### src/rtl/sparc_mem_pkg.sv
// Shared types and constants for the SPARC datapath memory access sequencer.
package sparc_mem_pkg;

  typedef enum logic [2:0] {
    StIdle,
    StAddr,
    StWait,
    StDone,
    StAbort
  } seq_state_e;

  typedef enum logic {
    OwnerFetch = 1'b0,
    OwnerData  = 1'b1
  } owner_e;

  localparam logic [5:0] OP_LDW = 6'b000000;
  localparam logic [5:0] OP_STW = 6'b000100;

  localparam logic [2:0] TT_IACC = 3'b001;
  localparam logic [2:0] TT_DACC = 3'b010;

  // op3 bit 2 distinguishes stores from loads.
  function automatic logic is_store(input logic [5:0] op);
    return op[2];
  endfunction

endpackage

### src/rtl/mfc_watchdog.sv
// Cycle counter for WAIT; expired flags the last cycle before a transaction is aborted.
module mfc_watchdog #(
  parameter int unsigned TIMEOUT = 16
) (
  input  logic Clk,
  input  logic RESET,
  input  logic clr,
  input  logic inc,
  output logic expired
);

  localparam int unsigned CntW = $clog2(TIMEOUT);
  localparam logic [CntW-1:0] CntLast = CntW'(TIMEOUT - 1);

  logic [CntW-1:0] cnt_q, cnt_d;

  always_comb begin
    cnt_d = cnt_q;
    if (clr) begin
      cnt_d = '0;
    end else if (inc && !expired) begin
      cnt_d = cnt_q + 1'b1;
    end
  end

  always_ff @(posedge Clk or posedge RESET) begin
    if (RESET) begin
      cnt_q <= '0;
    end else begin
      cnt_q <= cnt_d;
    end
  end

  assign expired = (cnt_q == CntLast);

endmodule

### src/rtl/mem_access_sequencer.sv
// Arbitrates the shared MAR/MDR/RAM port between instruction fetch and load/store,
// sequencing each access and aborting with an access trap when MFC never arrives.
module mem_access_sequencer
  import sparc_mem_pkg::*;
#(
  parameter int unsigned TIMEOUT = 16
) (
  input  logic       Clk,
  input  logic       RESET,
  input  logic       fetch_req,
  input  logic       data_req,
  input  logic [5:0] data_op,
  input  logic       MFC,
  output logic       MAR_Enable,
  output logic       MDR_Enable,
  output logic       MDR_Mux_select,
  output logic       RAM_enable,
  output logic [5:0] RAM_OpCode,
  output logic       busy,
  output logic       fetch_done,
  output logic       data_done,
  output logic       trap_req,
  output logic [2:0] tt
);

  seq_state_e state_q, state_d;
  owner_e     owner_q, owner_d;
  logic [5:0] op_q, op_d;
  logic       wd_clr, wd_inc, wd_expired;
  logic       store;

  assign store = (owner_q == OwnerData) && is_store(op_q);

  mfc_watchdog #(
    .TIMEOUT(TIMEOUT)
  ) u_watchdog (
    .Clk    (Clk),
    .RESET  (RESET),
    .clr    (wd_clr),
    .inc    (wd_inc),
    .expired(wd_expired)
  );

  always_ff @(posedge Clk or posedge RESET) begin
    if (RESET) begin
      state_q <= StIdle;
      owner_q <= OwnerFetch;
      op_q    <= '0;
    end else begin
      state_q <= state_d;
      owner_q <= owner_d;
      op_q    <= op_d;
    end
  end

  always_comb begin
    state_d        = state_q;
    owner_d        = owner_q;
    op_d           = op_q;
    wd_clr         = 1'b1;
    wd_inc         = 1'b0;
    MAR_Enable     = 1'b0;
    MDR_Enable     = 1'b0;
    MDR_Mux_select = 1'b0;
    RAM_enable     = 1'b0;
    RAM_OpCode     = '0;
    busy           = 1'b0;
    fetch_done     = 1'b0;
    data_done      = 1'b0;
    trap_req       = 1'b0;
    tt             = '0;

    unique case (state_q)
      StIdle: begin
        // Data side has fixed priority; a waiting fetch has no starvation limit.
        if (data_req) begin
          owner_d = OwnerData;
          op_d    = data_op;
          state_d = StAddr;
        end else if (fetch_req) begin
          owner_d = OwnerFetch;
          op_d    = OP_LDW;
          state_d = StAddr;
        end
      end
      StAddr: begin
        busy       = 1'b1;
        MAR_Enable = 1'b1;
        MDR_Enable = store;
        state_d    = StWait;
      end
      StWait: begin
        busy       = 1'b1;
        RAM_enable = 1'b1;
        RAM_OpCode = op_q;
        wd_clr     = 1'b0;
        // Completion beats timeout when MFC lands on the last watchdog cycle.
        if (MFC) begin
          MDR_Enable     = !store;
          MDR_Mux_select = !store;
          state_d        = StDone;
        end else if (wd_expired) begin
          state_d = StAbort;
        end else begin
          wd_inc = 1'b1;
        end
      end
      StDone: begin
        busy       = 1'b1;
        fetch_done = (owner_q == OwnerFetch);
        data_done  = (owner_q == OwnerData);
        state_d    = StIdle;
      end
      StAbort: begin
        busy       = 1'b1;
        trap_req   = 1'b1;
        tt         = (owner_q == OwnerData) ? TT_DACC : TT_IACC;
        fetch_done = (owner_q == OwnerFetch);
        data_done  = (owner_q == OwnerData);
        state_d    = StIdle;
      end
      default: state_d = StIdle;
    endcase
  end

endmodule

### config.mk
export PLATFORM = sky130hd
export DESIGN_NAME = mem_access_sequencer
export DESIGN_NICKNAME = d
export VERILOG_FILES = /design/src/rtl/sparc_mem_pkg.sv /design/src/rtl/mfc_watchdog.sv /design/src/rtl/mem_access_sequencer.sv
export SDC_FILE = /design/constraint.sdc
export NUM_CORES = 1
export LEC_CHECK = 0
export CORE_ASPECT_RATIO = 0.7
export CORE_MARGIN = 4
export CORE_UTILIZATION = 38
export DETAILED_ROUTE_END_ITERATION = 16
export PLACE_DENSITY = 0.74
export SKIP_LAST_GASP = 1
export SLEW_MARGIN = 5
export SYNTH_ARGS = -nofsm -noshare
export SYNTH_HDL_FRONTEND = slang
export SYNTH_SLANG_ARGS = --single-unit
### constraint.sdc
create_clock -name Clk -period 1.5 [get_ports Clk]
set_clock_uncertainty 0.15 [all_clocks]
set_input_delay 0.3 -clock Clk [delete_from_list [all_inputs] [get_ports Clk]]
set_output_delay 0.3 -clock Clk [all_outputs]
set_load 0.02 [all_outputs]
# Word level (Yosys, flattened, before mapping)
# Cells that the tools add are included.
[word_totals]
in_bits = 11
mem_count = 0
romBits = 0
word_cells = 50
output_inout_bits = 17
latch_bits = 0
reg_bits = 14
mem_bits_rw = 0
[classes]
multipliers = 0
n_eq_ne = 8
mux = 26
reduce_logical = 10
magnitude_cmp = 0
n_bitwise = 1
n_shift = 0
n_div = 0
n_addsub = 1
[ops]
columns = ["op", "count"]
rows = [
  ["$mux 6", 3],
  ["$mux 1", 13],
  ["$mux 3", 4],
  ["$pmux 3 s3", 1],
  ["$mux 4", 2],
  ["$eq 3x2->1 const B", 2],
  ["$add 4x1->4 const B", 1],
  ["$eq 4x4->1 const B", 1],
  ["$mux 2", 2],
  ["$reduce_and 2->1", 2],
  ["$reduce_or 4->1", 1],
  ["$eq 3x1->1 const B", 1],
  ["$eq 3x3->1 const B", 1],
  ["$logic_not 3->1", 1],
  ["$ne 3x2->1 const B", 1],
  ["$ne 3x3->1 const B", 1],
  ["$logic_and 1x1->1", 2],
  ["$logic_not 1->1", 2],
  ["$ne 2x1->1 const B", 1],
  ["$pmux 1 s2", 1],
  ["$reduce_bool 2->1", 1],
  ["$reduce_or 2->1", 1],
  ["$not 1->1", 1],
]

# Longest topological paths before layout
# Gate-level depths: netlist of the first run.
[logic_depth]
depth_word = 7
mapped_depth = 7
depth_no_buf = 5

# By module
# A second synthesis of the first run with hierarchy kept.
[hier_totals]
cells_unflattened = 76
hier_area_um2 = 770.7
[modules_own_cells]
columns = ["module", "cells_each", "area_per_inst_um2", "seq_area_each_um2", "instances"]
rows = [
  ["mem_access_sequencer", 55, 538.0, 250.2, 1],
  ["mfc_watchdog", 21, 232.7, 100.1, 1],
]

# Worst setup path before layout of the first run
# No wires, ideal clock.
[synth_timing]
kind = "flip-flop to output port"
from = "register state_q[1]"
to = "output port data_done"
stages_incl_launch_ff = 5
t_arrival_ns = 1.291
n_path_buf = 1
slack_ns = -0.241
required_time_ns = 1.050
path_cell_list = "dfrtp_1 clkbuf_4 nor2_1 nand2_1 a21boi_0"
[synth_via]
elab_chain_len = 3
elab_cells_between_ends = 4
classes_between = "eq/ne: 2; mux: 1; reduce/logical: 1"
[synth_lines]
columns = ["item", "line_no", "text"]
rows = [
  ["start: declaration", "mem_access_sequencer.sv:26", "seq_state_e state_q, state_d;"],
  ["start signal: assignment", "mem_access_sequencer.sv:46", "state_q <= StIdle;"],
  ["start signal: assignment", "mem_access_sequencer.sv:50", "state_q <= state_d;"],
  ["$eq 3x3->1 or $eq 3x2->1 (tied branches)", "mem_access_sequencer.sv:73", "unique case (state_q)"],
  ["$reduce_or 2->1 (no line) *", "--", ""],
  ["$mux 1 *", "mem_access_sequencer.sv:73", ""],
  ["end: declaration", "mem_access_sequencer.sv:21", "output logic data_done,"],
]
# Every way passes the cells marked *; elsewhere a longest branch is shown, timed or not.

# Worst setup path after layout of the first run
[layout_timing]
from = "register state_q[1]"
to = "output port MDR_Enable"
[layout_via]
elab_chain_len = 2
elab_cells_between_ends = 3
classes_between = "eq/ne: 2; mux: 1"
[layout_lines]
columns = ["item", "line_no", "text"]
rows = [
  ["$eq 3x2->1 or $eq 3x1->1 (tied branches)", "mem_access_sequencer.sv:73", ""],
  ["$pmux 1 s2 *", "mem_access_sequencer.sv:73", ""],
  ["end: declaration", "mem_access_sequencer.sv:15", "output logic MDR_Enable,"],
]
# Marks and branches as above.

==> flow_summary.json, run 1 <==
{
  "outcome": "finished, violations left",
  "failed_checks": "setup timing",
  "setup_tns_ns": -4.75,
  "synth_cells": 74,
  "syn_area_um2": 749,
  "drc": 0,
  "first_pass_iters": 4,
  "rr_worst_depth": 5,
  "place_ws_ns": -0.625,
  "antennaDiodeCount": 0,
  "grt_max_degree": 15,
  "clkLatencyLatePin_ns": 0.28,
  "switching_share_pct": 38.0,
  "synthMuxAreaShare_pct": 0,
  "postCtsHoldBufs": 0,
  "cts_buffers": 3,
  "yosys-top-cells-count": "dfrtp_1, a22o_1, and2_1",
  "synth_top_family_by_area": "simple AND/OR/NAND/NOR gates",
  "synthAdderAreaFrac_pct": 1.67,
  "cts_tree": "done",
  "min_period_over_period_pct": 126,
  "reg2reg_from": "state_q[1]",
  "routabilityCongestion": 0.776,
  "p_leak_nw": 0.637,
  "drive_gt1_share_pct": 56.2,
  "rsz0062_at_grt": "true",
  "antenna_found_initial": 0,
  "std_cell_rows": 13,
  "ioPinCount": 28,
  "syn-num-nets": 86,
  "power_frac_clock_pct": 11.4,
  "dp_cells": 133,
  "fin_util_pct": 71.0,
  "final_net_count": 134,
  "yosysSeqAreaShare_pct": 46.7,
  "yosys_warnings": 0,
  "synthTopCellsByArea": "dfrtp_1, a22o_1, and2_1, nor4b_4, nor3_1",
  "cp_data_required_time_ns": 1.05,
  "final-instance-count-excl-fill": 143,
  "grt_pass1_wl_mm": 2.91,
  "min_period_ns": 1.89,
  "cp.arrival_ns": 1.44,
  "clk_path_buf_depth": 2,
  "crit_path_end_kind": "output port",
  "synthXorXnorAreaFrac_pct": 2.34,
  "dpl.hpwl_mm": 1.29,
  "slew_violations": 0,
  "drtIter0Drc": 13,
  "initial_utilization_pct": 40.1,
  "overflow": 0,
  "grt_pass1_vias": 647,
  "critPathMaxFanout": 4,
  "pwr-share-seq_pct": 26.7,
  "worstSetupPathType": "reg -> out",
  "avgSynthCellArea_um2": 10.1,
  "async_reset_ff_share_pct": 100,
  "numPortBuffers": 26,
  "yosys.area_share.simple_pct": 25.5,
  "die-area_mm2": 0.00276,
  "core_area_mm2": 0.00187,
  "ys_dominant_reg_cell": "dfrtp_1",
  "critPathLaunchType": "flip-flop",
  "die_w_um": 61.1,
  "timing.fmax_ghz": 0.530,
  "finalSetupViolations": 22,
  "vias_per_cell": 4.80,
  "ir_drop_v": 0.000987,
  "htreeDepth": 1,
  "num_vias": 687,
  "ys_types": 31,
  "synth_edf_count": 0,
  "wl_per_cell_um": 13.7,
  "regToRegSetupSlack_ns": -0.04,
  "synth_top_cell_by_area": "dfrtp_1",
  "p_sw_mw": 0.897,
  "p_comb_share_pct": 62.0,
  "root_buffer": "clkbuf_4",
  "synth.most_common_cell": "dfrtp_1",
  "hold_viol": 0,
  "cts_sinks": 14,
  "cap_violations": 0,
  "fillers": 149,
  "yosysTopAreaCellShare_pct": 46.7,
  "die_h_um": 45.2,
  "syn2layout_area_growth_pct": 77.3,
  "grt_use_total_pct": 14.0,
  "synth_compound_area_share_pct": 15.7,
  "hold_class": "in -> async",
  "drtAntennaViolNets": 0,
  "layout_setup_ws_ns": -0.388,
  "synth-seq-cells": 14,
  "power.internal_mw": 1.46,
  "p_per_area_mw_per_mm2": 1770,
  "r2r-end": "op_q[1]",
  "cts.clk_slew.worst_paths_ns": 0.09,
  "wirelength_mm": 1.97
}
## kinds of logic after synthesis
kind of cell	count (synthesis)
simple gates	30
fa+ha+maj	1
flops	14
xor+xnor	2
other cells	1
buf+inv	10
compound gates	16
## worst max-delay path by stage
stage               startpoint          to  slack [ns]  cells past startpoint
floorplan           state_q[1]  fetch_done       -0.04                      4
global placement           MFC  MDR_Enable       -0.61                      4
detailed placement         MFC  MDR_Enable       -0.62                      4
CTS                 state_q[0]       tt[1]       -0.36                      4
global route        state_q[0]  MDR_Enable       -0.43                      6
finish              state_q[1]  MDR_Enable       -0.39                      3
## routing by layer
metal	part of all wire, %	global-route usage [%]	vias up
met5	0	0	-
met4	0	3.90	0
met3	6.7	3.43	0
met2	49	21.7	18
met1	44	19.6	317
li1	-	-	352
## registers in the layout, indices dropped and copies added (netlist names)
signal and count:
owner_q 1, state_q 3, op_q 6, u_watchdog.cnt_q 4
## power by group through the flow
stage               registers, mW  logic (mW)  clock network [mW]
floorplan                   0.596       0.692                   0
global placement            0.606        1.19                   0
detailed placement          0.610        1.21                   0
global route                0.646        1.57               0.286
finish                      0.629        1.46               0.268
CTS                         0.603        1.25               0.278
## timing repair
| action | 4_1_cts | 5_1_grt |
|---|---|---|
| setup buffers | 2 | 5 |
| gates resized for setup | 82 | 29 |
| cloned | 0 | 0 |
| setup endpoints to repair | 22 | 24 |
| pin swaps | 1 | 14 |
## worst max-delay path: stages, from the launching register on
cell and delay (ns):
dfrtp_2 0.46, or3b_4 0.45, o21bai_4 0.12, buf_6 0.12
## stage by stage
stage / total power, mW / instance area (um2) / hold slack (ns)
5_1_grt: 2.50 / 1330 / 0.185
4_1_cts: 2.14 / 1220 / 0.156
3_5_place_dp: 1.82 / 1180 / 0.343
2_1_floorplan: 1.29 / 801 / 0.0392
6_report: 2.36 / 1330 / 0.152
3_3_place_gp: 1.79 / 1180 / 0.338
## layout make-up
type / instances / area [um2] / share of cell area [%]
well taps: 22 / 27.5 / 2.07
repair buffers: 47 / 443 / 33.3
multi-input cells: 50 / 445 / 33.5
inverters: 6 / 22.5 / 1.69
flip-flops and latches: 14 / 354 / 26.6
clock buffers: 4 / 36.3 / 2.73
## layout by cell type (no fill, tap or decap), types with 2 or more instances in the layout
cell / count
and2_4: 6
buf_6: 14
nor2_4: 3
clkdlybuf4s50_1: 10
nand4b_1: 2
nand2_1: 4
a22o_1: 6
nor3_1: 3
inv_1: 3
dfrtp_1: 11
inv_2: 3
buf_4: 22
dfrtp_2: 3
nor2_1: 2
clkbuf_4: 3
Note: power is estimated with default switching activity, not from simulation.
==> inputs of run 2 (changes only) <==
HOLD_SLACK_MARGIN = 0.06   (was default)
==> results of run 2 <==
Same layout as run 1: the final DEF is identical, and so are final timing and power.
